===== src/rtl/avg3x3_pkg.sv =====
// rtl/avg3x3_pkg.sv - shared types and constants for the 3x3 average line sequencer
package avg3x3_pkg;

  typedef enum logic [2:0] {
    IDLE,
    FILL,
    RUN,
    GAP,
    FLUSH
  } state_t;

  localparam int DW_DEC_DEFAULT = 8;
  localparam int PIX_W          = DW_DEC_DEFAULT + 1;
  localparam int MIN_LINE_GAP   = 2;

  function automatic int pix_width(input int dw_dec);
    return dw_dec + 1;
  endfunction

endpackage


===== src/rtl/avg3x3_line_buf.sv =====
// rtl/avg3x3_line_buf.sv - one-line register array, async read, read-before-write
module avg3x3_line_buf
  import avg3x3_pkg::*;
#(
  parameter int DEPTH = 64,
  parameter int WIDTH = PIX_W,
  parameter int AW    = $clog2(DEPTH)
) (
  input  logic             clk,
  input  logic             we,
  input  logic [AW-1:0]    addr,
  input  logic [WIDTH-1:0] wdata,
  output logic [WIDTH-1:0] rdata
);

  logic [WIDTH-1:0] mem [DEPTH];

  // Read is combinational from the array, so a same-cycle write is seen next cycle.
  always_ff @(posedge clk) begin
    if (we) mem[addr] <= wdata;
  end

  assign rdata = mem[addr];

endmodule


===== src/rtl/avg3x3_line_sched.sv =====
// rtl/avg3x3_line_sched.sv - 3x3 average filter front-end: line buffers, taps, framing, flush
// Optional AVG3X3_RUNTIME_SIZE_EN: adds cfg_w_i/cfg_h_i sampled on frame_start.
module avg3x3_line_sched
  import avg3x3_pkg::*;
#(
  parameter int DW_DEC    = DW_DEC_DEFAULT,
  parameter int IMG_W     = 64,
  parameter int IMG_H     = 48,
  parameter int FLUSH_GAP = 4
) (
  input  logic          clk,
  input  logic          rst_n,
  input  logic          frame_start,
  input  logic          pix_valid,
  input  logic [DW_DEC:0] pix_in,
`ifdef AVG3X3_RUNTIME_SIZE_EN
  input  logic [15:0]   cfg_w_i,
  input  logic [15:0]   cfg_h_i,
`endif
  output logic [DW_DEC:0] in1_o,
  output logic [DW_DEC:0] in2_o,
  output logic [DW_DEC:0] in3_o,
  output logic          filter_start_o,
  output logic          filter_end_o,
  output logic          frame_done_o,
  output logic          busy_o,
  output logic          err_o
);

  localparam int PW = pix_width(DW_DEC);
  localparam int XW = $clog2(IMG_W);
  localparam int YW = $clog2(IMG_H);
  localparam int GW = $clog2(FLUSH_GAP);

  state_t        state;
  logic [XW-1:0] x;
  logic [XW-1:0] w_last;
  logic [YW-1:0] y;
  logic [YW-1:0] h_last;
  logic [GW-1:0] gap_cnt;
  logic          sel;
  logic          flush_last;
  logic          start_ok;
  logic          wsel;
  logic          accept;
  logic [XW-1:0] addr;
  logic [PW-1:0] rd_a;
  logic [PW-1:0] rd_b;
  logic [PW-1:0] rd_prev;
  logic [PW-1:0] rd_old;

`ifdef AVG3X3_RUNTIME_SIZE_EN
  assign start_ok = (cfg_w_i >= 16'd2) && (cfg_h_i >= 16'd2) &&
                    (cfg_w_i <= 16'(IMG_W)) && (cfg_h_i <= 16'(IMG_H));
`else
  assign start_ok = 1'b1;
  assign w_last   = XW'(IMG_W - 1);
  assign h_last   = YW'(IMG_H - 1);
`endif

  // A frame_start beat restarts at row 0, x=0 in buffer A regardless of where we were.
  assign accept = pix_valid && (frame_start ? start_ok : (state == FILL || state == RUN));
  assign wsel   = frame_start ? 1'b0 : sel;
  assign addr   = frame_start ? '0 : x;

  // sel names the buffer being written; the other one holds the previous row.
  assign rd_prev = sel ? rd_a : rd_b;
  assign rd_old  = sel ? rd_b : rd_a;
  assign busy_o  = (state != IDLE);

  avg3x3_line_buf #(.DEPTH(IMG_W), .WIDTH(PW), .AW(XW)) u_lb_a (
    .clk   (clk),
    .we    (accept && !wsel),
    .addr  (addr),
    .wdata (pix_in),
    .rdata (rd_a)
  );

  avg3x3_line_buf #(.DEPTH(IMG_W), .WIDTH(PW), .AW(XW)) u_lb_b (
    .clk   (clk),
    .we    (accept && wsel),
    .addr  (addr),
    .wdata (pix_in),
    .rdata (rd_b)
  );

  always_ff @(posedge clk or negedge rst_n) begin
    if (!rst_n) begin
      state          <= IDLE;
      x              <= '0;
      y              <= '0;
      gap_cnt        <= '0;
      sel            <= 1'b0;
      flush_last     <= 1'b0;
      in1_o          <= '0;
      in2_o          <= '0;
      in3_o          <= '0;
      filter_start_o <= 1'b0;
      filter_end_o   <= 1'b0;
      frame_done_o   <= 1'b0;
      err_o          <= 1'b0;
`ifdef AVG3X3_RUNTIME_SIZE_EN
      w_last         <= XW'(IMG_W - 1);
      h_last         <= YW'(IMG_H - 1);
`endif
    end else begin
      filter_start_o <= 1'b0;
      filter_end_o   <= 1'b0;
      flush_last     <= 1'b0;
      frame_done_o   <= flush_last;
      if (frame_start) begin
        // Only a start from IDLE with a legal size leaves the error flag clear.
        err_o   <= (state != IDLE) || !start_ok;
        x       <= '0;
        y       <= '0;
        sel     <= 1'b0;
        gap_cnt <= '0;
        if (!start_ok) begin
          state <= IDLE;
        end else begin
          state <= FILL;
`ifdef AVG3X3_RUNTIME_SIZE_EN
          w_last <= XW'(cfg_w_i - 16'd1);
          h_last <= YW'(cfg_h_i - 16'd1);
`endif
          if (pix_valid) x <= XW'(1);
        end
      end else begin
        unique case (state)
          IDLE: begin
            if (pix_valid) err_o <= 1'b1;
          end
          FILL, RUN: begin
            if (pix_valid) begin
              if (state == RUN) begin
                in1_o          <= (y == YW'(1)) ? rd_prev : rd_old;
                in2_o          <= rd_prev;
                in3_o          <= pix_in;
                filter_start_o <= (x == '0);
                filter_end_o   <= (x == w_last);
              end
              if (x == w_last) begin
                x   <= '0;
                sel <= ~sel;
                if (y == h_last) begin
                  y     <= '0;
                  state <= GAP;
                end else begin
                  y     <= y + 1'b1;
                  state <= RUN;
                end
              end else begin
                x <= x + 1'b1;
              end
            end else if (x != '0) begin
              err_o <= 1'b1;
            end
          end
          GAP: begin
            if (pix_valid) err_o <= 1'b1;
            if (gap_cnt == GW'(FLUSH_GAP - 1)) begin
              gap_cnt <= '0;
              state   <= FLUSH;
            end else begin
              gap_cnt <= gap_cnt + 1'b1;
            end
          end
          FLUSH: begin
            // Last row is replicated below itself; the row above sits in the older buffer.
            if (pix_valid) err_o <= 1'b1;
            in1_o          <= rd_old;
            in2_o          <= rd_prev;
            in3_o          <= rd_prev;
            filter_start_o <= (x == '0);
            filter_end_o   <= (x == w_last);
            if (x == w_last) begin
              x          <= '0;
              state      <= IDLE;
              flush_last <= 1'b1;
            end else begin
              x <= x + 1'b1;
            end
          end
          default: state <= IDLE;
        endcase
      end
    end
  end

endmodule


===== config.mk =====
export PLATFORM = sky130hd
export DESIGN_NAME = avg3x3_line_sched
export DESIGN_NICKNAME = d
export VERILOG_FILES = /design/src/rtl/avg3x3_pkg.sv /design/src/rtl/avg3x3_line_buf.sv /design/src/rtl/avg3x3_line_sched.sv
export SDC_FILE = /design/constraint.sdc
export NUM_CORES = 1
export LEC_CHECK = 0
export BUFFER_PORTS_ARGS = -buffer_cell sky130_fd_sc_hd__buf_2
export CAP_MARGIN = 20
export CORE_AREA = 3 3 299 301
export DETAILED_ROUTE_END_ITERATION = 6
export DIE_AREA = 0 0 302 304
export PLACE_DENSITY = 0.7
export SLEW_MARGIN = 20
export SYNTH_ARGS = -nofsm -noshare
export SYNTH_HDL_FRONTEND = slang
export SYNTH_HIERARCHICAL = 1
export SYNTH_SLANG_ARGS = --single-unit

===== constraint.sdc =====
create_clock -name clk -period 3.8 [get_ports clk]
set_input_delay 0.19 -clock clk [delete_from_list [all_inputs] [get_ports clk]]
set_output_delay 0.19 -clock clk [all_outputs]
set_load 0.1 [all_outputs]

======== Word level (Yosys, flattened, before mapping) ========
Memory sizes are Yosys's and may differ from the RTL's.
Cells that the tools add are included.
word-level totals
  memory bits (writable) .................. 1152
  output and inout bits ................... 32
  logic and storage cells ................. 120
  memories kept ........................... 2
  flip-flop bits (word level) ............. 50
  bits of input ports ..................... 13
operators by class
  reduce and logical (&&, ||, !) cells .... 23
  bitwise gates (word level) .............. 2
  $add $sub $neg .......................... 3
  equal/unequal tests ..................... 18
  muxes and demuxes ....................... 59
memories
  memory      depth  width  read ports  clocked after Yosys merged registers in  wr ports  line                   source
  u_lb_a.mem  64     9      1           0                                        1         avg3x3_line_buf.sv:16  logic [WIDTH-1:0] mem [DEPTH];
  u_lb_b.mem  64     9      1           0                                        1         avg3x3_line_buf.sv:16
operator list
  kind                                                              count
  9-bit 2-to-1 mux                                                  9
  6-bit 2-to-1 mux                                                  9
  9-bit case mux with 2 select lines                                3
  1-bit 2-to-1 mux                                                  25
  3-bit inequality test (second input constant)                     6
  3-bit 2-to-1 mux                                                  5
  6-bit by 1-bit adder with 6-bit output (second input constant)    2
  6-bit == test (second input constant)                             2
  3-bit case mux with 4 select lines                                1
  6-bit case mux with 2 select lines                                1
  2-bit nonzero test                                                5
  3-bit nonzero test                                                3
  4-bit AND reduction                                               2
  3-bit by 2-bit == test with 1-bit output (second input constant)  2
  6-bit by 1-bit == test with 1-bit output (second input constant)  1
  6-bit zero test                                                   1
  2-bit 2-to-1 mux                                                  3
  2-bit inequality test (second input constant)                     3
  1-bit case mux with 2 select lines                                3
  6-bit nonzero test                                                1
  5-bit AND reduction                                               1
  3-bit by 1-bit == test with 1-bit output (second input constant)  1
  3-bit == test (second input constant)                             1
  1-bit logical AND                                                 3
  other kinds (11)                                                  12

======== Logic depth before layout (Yosys ltp) ========
Gate-level depths: netlist of run 1.
  depth after elaboration ................. 7
  depth in mapped cells ................... 18
  depth with buffers taken out ............ 12

======== By module ========
Netlist of run 1, hierarchy kept.
by module, submodules not included
  module             area each (um2)  instances  sequential area each (um2)  cells an instance
  avg3x3_line_buf    22496.6          2          17296.6                     1319
  avg3x3_line_sched  2751.4           1          1251.2                      286

======== Least setup slack after synthesis of run 1 ========
OpenSTA, ideal clock, no wires.
  path kind ............................... input -> register
  start point ............................. input port frame_start
  end point ............................... register in3_o[5]
  path slack .............................. 0.670 ns
  stages on the path ...................... 14
  setup time .............................. 0.133 ns
  buffers on the path ..................... 5
  arrival ................................. 2.997 ns
  required time ........................... 3.667 ns
  cells stage by stage .................... clkbuf_1 -> buf_2 -> buf_1 -> nor2_1 -> buf_6 -> buf_8 -> mux4_2 -> mux2i_1 -> o21ai_1 -> or4_1 -> mux2i_1 -> nand2_1 -> o21ai_0 -> o21ai_0
on the way
  word-level cells in the longest chain between the ends .. 4
  elaborated cells on any way between the ends .. 7
  those cells by class .................... mux (3); bitwise (1); reduce/logical (1); memory (2)
RTL lines
  what                                line                      source
  from (decl)                         avg3x3_line_sched.sv:13   input logic frame_start,
  6-bit 2-to-1 mux                    avg3x3_line_sched.sv:64   assign addr = frame_start ? '0 : x;
  net addr[0]                         avg3x3_line_sched.sv:46   logic [XW-1:0] addr;
  memory 64 x 9 bit                   n/a
  net rd_a[5]                         avg3x3_line_sched.sv:47   logic [PW-1:0] rd_a;
  9-bit 2-to-1 mux                    avg3x3_line_sched.sv:67   assign rd_prev = sel ? rd_a : rd_b;
  9-bit case mux with 2 select lines  avg3x3_line_sched.sv:129  unique case (state)
  to (signal assigned)                avg3x3_line_sched.sv:138  in3_o <= pix_in;
  to (signal assigned)                avg3x3_line_sched.sv:173  in3_o <= rd_prev;
  to (decl)                           avg3x3_line_sched.sv:22   output logic [DW_DEC:0] in3_o,
The timed path passes the listed nets, and every way through them passes these cells.
A chain may end at the register's enable or synchronous reset.

======== Worst setup path in the final report of run 1 ========
  start point ............................. register x[2]
  end point ............................... register in3_o[8]
on the way
  word-level cells in the longest chain between the ends .. 4
  elaborated cells on any way between the ends .. 5
  those cells by class .................... mux (3); memory (2)
RTL lines
  what                                line                      source
  from (decl)                         avg3x3_line_sched.sv:36   logic [XW-1:0] x;
  from (signal assigned)              avg3x3_line_sched.sv:153  x <= x + 1'b1;
  from (signal assigned)              avg3x3_line_sched.sv:181  x <= x + 1'b1;
  6-bit 2-to-1 mux                    avg3x3_line_sched.sv:64
  net addr[2]                         avg3x3_line_sched.sv:46
  memory 64 x 9 bit                   n/a
  net rd_a[8]                         avg3x3_line_sched.sv:47
  9-bit 2-to-1 mux                    avg3x3_line_sched.sv:67
  9-bit case mux with 2 select lines  avg3x3_line_sched.sv:129
The timed path passes the listed nets, and every way through them passes these cells.

==> qor_table.md, run 1 <==
| Parameter | Value | Unit |
|---|---|---|
| Outcome | finished with violations | - |
| Violations in the final reports | DRC | - |
| Nature of the critical path startpoint | flop | - |
| Static Leakage | 18.09 | nW |
| Global route overflow | 0 | - |
| Largest delay contributor family on the critical path | compound AO/OA/AOI/OAI gates | - |
| CTS Root Cell | clkbuf_16 | - |
| Flops & latches, synth | 1,202 | - |
| Most frequently used flop master after synthesis | edfxtp_1 | - |
| Vias post-DR | 30.37k | - |
| Wire length per cell | 31.18 | um |
| Share of flip-flops with an asynchronous set or reset after synthesis | 4.160 | % |
| Core Util, Final | 63.75 | % |
| Longest Clk Path Bufs | 3 | - |
| Arrival time worst endpoint | 4.28 | ns |
| Worst Path Buf+Inv | 4 | - |
| Number of cells traversed by the worst hold path | 1 | - |
| Leading cell types in the layout, fill and taps excluded | 1,152 x edfxtp_1, 322 x buf_4, 229 x nor2_1, 183 x a221oi_1, 169 x a22oi_1 | - |
| Dpl hpwl | 89,010 | um |
| Final critical-path setup slack | 0.03713 | ns |
| Classification of the worst-slack hold path | input pin to flop | - |
| Number of synthesis warnings | 6 | - |
| Initial antenna violation count | 2 | - |
| Tightest hold margin | 0.03343 | ns |
| Maximum operating frequency | 265.8 | MHz |
| Maximum clock skew at final layout | 0.02937 | ns |
| Maximum single-stage delay on the critical path | 0.46 | ns |
| Final setup violation count | 0 | - |
| Critical path endpoint category | flop | - |
| TritonCTS clock tree | done | - |
| TritonCTS buffer count | 114 | - |
| Endpoint required time on the critical path | 4.32 | ns |
| Final worst path period need | 3.763 | ns |
| Final RePlAce weighted congestion | 0.9535 | - |
| Worst skew pair latency | 0.70 | ns |
| Global-route wire length before repair | 202,900 | um |
| Portion of the post-synthesis area used by sequential elements | 75.08 | % |
| Fin. Hold Viols | 0 | - |
| Total routed wirelength | 139,300 | um |
| Global Route Usage Sum | 30.21 | % |
| Quantity of I/O buffers inserted on ports | 44 | - |
| Via count of the first global-routing pass | 29.41k | - |
| Width of the chip | 302 | um |
| CTS clk-pin slew, worst paths | 0.07 | ns |
| Final ANT Viol Nets | 0 | - |
| Max-slew headroom at the worst pin | 23.39 | % |
| Average via count per standard cell | 6.800 | - |
| Layout-stage area growth over the synthesis result | 16.01 | % |
| Pre-CTS worst setup slack | -0.06490 | ns |
| Overall power | 29.47 | mW |
| Synthesized instance count | 2,924 | - |
| Proportion of layout cells with a drive suffix above 1 | 22.02 | % |
| Standard cell core area | 86,890 | sq um |
| 1st-pass router iterations | 7 | - |
| Number of DRC violations after detailed routing | 1 | - |
| Slew @ Worst Pin | 1.144 | ns |
| FP Rows | 108 | - |
| DIE HEIGHT | 304 | um |
| Final TNS setup | 0 | ns |
| Critical-path maximum fanout | 34 | - |
| Syn Area/Cell | 16.33 | sq um |
| Worst Reg2Reg Path Length in Cells | 15 | - |
| Number of pins with negative max-slew slack in the final report | 0 | - |
| Number of distinct standard cells referenced by the synthesized netlist | 81 | - |
| Share of the clock period used by the worst path | 99.02 | % |
| EDFF count, synth | 1,152 | - |
| Post-synthesis cell area | 47,740 | sq um |
| Number of clock sinks seen by CTS | 1,202 | - |
| CP max stage cell | nor3_1 | - |
| List of cells traversed by the critical path | nor2b_4 -> buf_12 -> buf_12 -> buf_6 -> mux2_2 -> nand2_1 -> a21oi_1 -> nor3_1 -> o211ai_1 -> buf_4 -> a211o_1 -> mux2i_1 -> nand2_1 -> o21ai_0 -> o21ai_0 | - |
| Areal power density over the cells | 532.0 | nW/um^2 |
| Initial standard-cell utilization of the core | 54.95 | % |
| Most common cell after layout, fill and taps aside | edfxtp_1 | - |
| Iter 0 DRT Violations | 4,363 | - |
| Total number of cells along the worst setup path | 15 | - |
| Unrepaired setup endpoints after global routing | true | - |
| Pin count of the biggest net entering global routing | 93 | - |
| Category of the critical setup timing path | flop to flop | - |
| Top Ports | 45 | - |
| Max rail drop VDD | 0.4820 | mV |
| Synth Net Count | 2,942 | - |
| Total of max-cap violations | 0 | - |
| Area of the die | 91,810 | sq um |
| CTS H-Tree Depth | 3 | - |
| Layout Nets | 3,231 | - |
## logic make-up (layout without fill, tap and decap cells)
logic type	Yosys count	after routing	share of synthesized area [%]
buffers and inverters	237	623	2.762
other	0	2	0
and+or+nand+nor	506	506	4.977
muxes	188	188	5.123
adders and majority gates	5	5	0.1310
DFF	1202	1202	75.08
AOI/OAI and AO/OA	783	783	11.88
xor gates and xnor gates	3	3	0.05504
## state kept, by name, summed over array words and instances, names as in the netlist
signal          count
gap_cnt             2
filter_start_o      1
err_o               1
in3_o               9
sel                 1
frame_done_o        1
u_lb_b/mem        576
state               3
flush_last          1
x                   6
in1_o               9
filter_end_o        1
in2_o               9
y                   6
u_lb_a/mem        576
## worst register-to-register path, delay by kind of cell (launching register included)
family,cells,cell delay [ns]
compound gates,5,0.93
buf+inv,4,0.86
flops,1,0.34
mux,2,0.62
simple gates,4,0.86
## synth_stat cells, drive strengths merged, types with 8 or more instances
cell type | instances | area share, %
a211oi | 22 | 0.37
a21oi | 94 | 0.99
a221oi | 194 | 3.7
a22o | 19 | 0.35
a22oi | 172 | 2.7
a31oi | 16 | 0.21
and2 | 12 | 0.17
and3 | 13 | 0.17
buf | 147 | 2.0
clkbuf | 76 | 0.66
dfrtp | 50 | 2.6
edfxtp | 1152 | 72
inv | 14 | 0.11
mux2 | 65 | 1.5
mux2i | 85 | 1.8
mux4 | 38 | 1.8
nand2 | 89 | 0.70
nand2b | 9 | 0.12
nand3 | 43 | 0.45
nand4 | 13 | 0.17
nor2 | 238 | 1.9
nor2b | 22 | 0.32
nor3 | 26 | 0.27
o21ai | 130 | 1.4
o221ai | 18 | 0.33
o22a | 12 | 0.22
o22ai | 54 | 0.71
or3 | 11 | 0.14
or4 | 8 | 0.13
## report_power, final
part           switching (mW)  internal [mW]  total [mW]
Combinational            2.01          0.980        2.99
Clock                    4.86           7.02        11.9
Sequential             0.0319           14.6        14.6
## per-stage QoR
step           instance area [sq um]  instances
3_5_place_dp                   51270       4246
6_report                       55390       4467
5_1_grt                        55380       4465
4_1_cts                        55220       4461
3_3_place_gp                   51270       4246
2_1_floorplan                  47740       2924
## final timing paths
path                             from                to  slack, ns
setup / recovery                 x[2]          in3_o[8]       0.04
hold / removal              pix_in[0]  u_lb_b/mem[3][0]       0.03
setup reg to reg                 x[2]          in3_o[8]       0.04
hold reg to reg            flush_last      frame_done_o       0.35
max in group asynchronous       rst_n          in2_o[4]       3.17
min in group asynchronous       rst_n    filter_start_o       0.15
## area by class of cell
class | instances | area (sq um)
well taps | 1155 | 1445
flip-flops and latches | 1202 | 35840
clock inverters | 70 | 914.6
diodes | 2 | 5.005
fillers | 5978 | 31500
multi-input cells | 1485 | 10800
repair buffers | 396 | 3322
clock buffers | 143 | 3004
inverters | 14 | 52.55
## layer usage
layer  share of wire [%]  wire length [um]  GRT usage, %  up-vias
met2                  46             63760         45.71     2246
met1                  37             51080         42.89    15264
met5               0.015                21             0        -
met4                 4.7              6563         12.58        4
li1                    -                 -             -    12481
met3                  13             17850         6.656      379
## what timing repair did
item | in CTS | in global routing
endpoints found under the setup margin | 3 | 13
hold buffers | 2 | 0
setup buffers | 0 | 4
pin swaps | 0 | 1
endpoints found under the hold margin | 54 | 0
resized for setup | 2 | 38
Power figures use the tool's default switching activity.
==> inputs of run 2 (changes only) <==
--- a/config.mk
+++ b/config.mk
@@ -7,10 +7,10 @@
 export LEC_CHECK = 0
 export BUFFER_PORTS_ARGS = -buffer_cell sky130_fd_sc_hd__buf_2
 export CAP_MARGIN = 20
-export CORE_AREA = 3 3 299 301
+export CORE_AREA = 3 3 280 282
 export DETAILED_ROUTE_END_ITERATION = 6
-export DIE_AREA = 0 0 302 304
-export PLACE_DENSITY = 0.7
+export DIE_AREA = 0 0 283 285
+export PLACE_DENSITY = 0.79
 export SLEW_MARGIN = 20
 export SYNTH_ARGS = -nofsm -noshare
 export SYNTH_HDL_FRONTEND = slang
==> qor_table.md, run 2 (synthesized netlist as in run 1, its figures left out) <==
| Parameter | Value | Unit |
|---|---|---|
| Via count of the first global-routing pass | 30.51k | - |
| Worst Path Buf+Inv | 4 | - |
| Final setup violation count | 1 | - |
| Global route overflow | 0 | - |
| Vias post-DR | 31.15k | - |
| Fin. Hold Viols | 0 | - |
| Slew @ Worst Pin | 1.192 | ns |
| Max rail drop VDD | 0.4408 | mV |
| Max-slew headroom at the worst pin | 20.47 | % |
| Core Util, Final | 72.38 | % |
| Maximum single-stage delay on the critical path | 0.93 | ns |
| Final RePlAce weighted congestion | 0.9618 | - |
| Final critical-path setup slack | -0.1902 | ns |
| Critical path endpoint category | flop | - |
| TritonCTS buffer count | 117 | - |
| Initial antenna violation count | 5 | - |
| Average via count per standard cell | 7.188 | - |
| CTS H-Tree Depth | 3 | - |
| Leading cell types in the layout, fill and taps excluded | 1,152 x edfxtp_1, 319 x buf_4, 229 x nor2_1, 186 x a221oi_1, 172 x a22oi_1 | - |
| Unrepaired setup endpoints after global routing | true | - |
| Pin count of the biggest net entering global routing | 89 | - |
| Number of clock sinks seen by CTS | 1,202 | - |
| Final TNS setup | -0.1902 | ns |
| Endpoint required time on the critical path | 4.40 | ns |
| Worst reg2reg setup slack | -0.19 | ns |
| Areal power density over the cells | 534.3 | nW/um^2 |
| Nature of the critical path startpoint | flop | - |
| Area of placed instances | 50,930 | sq um |
| Standard cell core area | 75,950 | sq um |
| Outcome | finished with violations | - |
| TritonCTS clock tree | done | - |
| Category of the critical setup timing path | flop to flop | - |
| Count of placed standard cells including taps | 4,110 | - |
| Number of DRC violations after detailed routing | 3 | - |
| 1st-pass router iterations | 7 | - |
| Initial standard-cell utilization of the core | 62.86 | % |
| FP Rows | 101 | - |
| Filler-free cell count of the finished design | 4,334 | - |
| CTS Root Cell | clkbuf_16 | - |
| Share of the clock period used by the worst path | 105.0 | % |
| Pre-CTS worst setup slack | -0.1275 | ns |
| Layout Nets | 3,221 | - |
| Width of the chip | 283 | um |
| Layout-stage area growth over the synthesis result | 15.14 | % |
| Proportion of layout cells with a drive suffix above 1 | 21.30 | % |
| Final ANT Viol Nets | 0 | - |
| Longest Clk Path Bufs | 3 | - |
| Dpl hpwl | 90,450 | um |
| CP max stage cell | nor2_2 | - |
| Maximum operating frequency | 250.6 | MHz |
| CTS clk-pin slew, worst paths | 0.06 | ns |
| Global-route wire length before repair | 206,200 | um |
| Area of the die | 80,660 | sq um |
| Static Leakage | 17.97 | nW |
| Top Ports | 45 | - |
| Quantity of I/O buffers inserted on ports | 44 | - |
| Area of all placed cells without fillers | 54,970 | sq um |
| Worst skew pair latency | 0.69 | ns |
| Total routed wirelength | 140,900 | um |
| Arrival time worst endpoint | 4.59 | ns |
| Number of pins with negative max-slew slack in the final report | 0 | - |
| Global Route Usage Sum | 34.70 | % |
| List of cells traversed by the critical path | inv_1 -> nor2_4 -> buf_12 -> nor2_2 -> buf_4 -> buf_4 -> a22oi_1 -> o22ai_1 -> a21oi_1 -> o22ai_1 -> or4_1 -> mux2i_1 -> nand2_1 -> o21ai_0 -> o21ai_0 | - |
| Final worst path period need | 3.990 | ns |
| Total of max-cap violations | 0 | - |
| Maximum clock skew at final layout | 0.05453 | ns |
| Iter 0 DRT Violations | 5,387 | - |
| Most common cell after layout, fill and taps aside | edfxtp_1 | - |
| Largest registers ranked by flip-flop count | u_lb_a/mem x576, u_lb_b/mem x576 | - |
| Largest delay contributor family on the critical path | simple AND/OR/NAND/NOR gates | - |
| Violations in the final reports | DRC, setup timing | - |
| Classification of the worst-slack hold path | input pin to flop | - |
| DIE HEIGHT | 285 | um |
| Critical-path maximum fanout | 34 | - |
| Wire length per cell | 32.51 | um |
## run 2: cell count changes in the layout (fill, tap and decap cells not counted), moves of 5 or more
cell	previous run	this run
buf_12	33	24
bufinv_16	21	15
mux2i_1	78	85
o21ai_1	26	21
clkbuf_1	27	22
mux2i_2	7	0
clkbuf_16	116	122
## run 2: routing by layer
layer	up-vias	share of wire [%]	GRT usage (%)	wire length, um
met2	2763	45	53.10	63930
met1	15440	35	47.44	49410
met4	2	5.2	15.38	7327
met5	-	0.0071	0	10
met3	506	14	9.376	20230
li1	12442	-	-	-
## run 2: final timing paths
| check | from | endpoint | depth (start not counted) |
|---|---|---|---|
| setup reg to reg | x[0] | in3_o[5] | 15 |
| max in group asynchronous | rst_n | in3_o[0] | 2 |
| hold reg to reg | flush_last | frame_done_o | 0 |
| min in group asynchronous | rst_n | in2_o[1] | 2 |
| hold / removal | pix_in[1] | u_lb_b/mem[40][1] | 1 |
| setup / recovery | x[0] | in3_o[5] | 15 |
## run 2: where the power goes
part	switching [mW]	internal, mW	leakage, nW
sequential	0.0416	14.6	11.0
clock	4.92	6.93	1.93
combinational	1.99	0.934	5.04
total	6.94	22.4	18.0
## run 2: cell type report
| class | count | area (sq um) |
|---|---|---|
| Inverter | 14 | 52.55 |
| Timing Repair Buffer | 383 | 3113 |
| Clock inverter | 69 | 770.7 |
| Clock buffer | 147 | 3177 |
| Antenna cell | 4 | 10.01 |
| Fill cell | 4415 | 20980 |
| Sequential cell | 1202 | 35840 |
| Tap cell | 1030 | 1289 |
| Multi-Input combinational cell | 1485 | 10720 |
## run 2: metrics by stage
| step | hold WS, ns | power [mW] |
|---|---|---|
| final | 0.02330 | 29.37 |
| after global routing | 0.03198 | 29.98 |
| after CTS | 0.005560 | 29.29 |
| after detailed placement | 0.2750 | 17.67 |
| after global placement | 0.3325 | 17.61 |
| after floorplan | -0.1056 | 16.44 |
## run 2: repair_timing
| item | 4_1_cts | 5_1_grt |
|---|---|---|
| cloned | 0 | 0 |
| endpoints found under the hold margin | 53 | 0 |
| setup buffers | 0 | 0 |
| resized for setup | 2 | 13 |
| endpoints found under the setup margin | 3 | 10 |
| hold buffers | 3 | 0 |
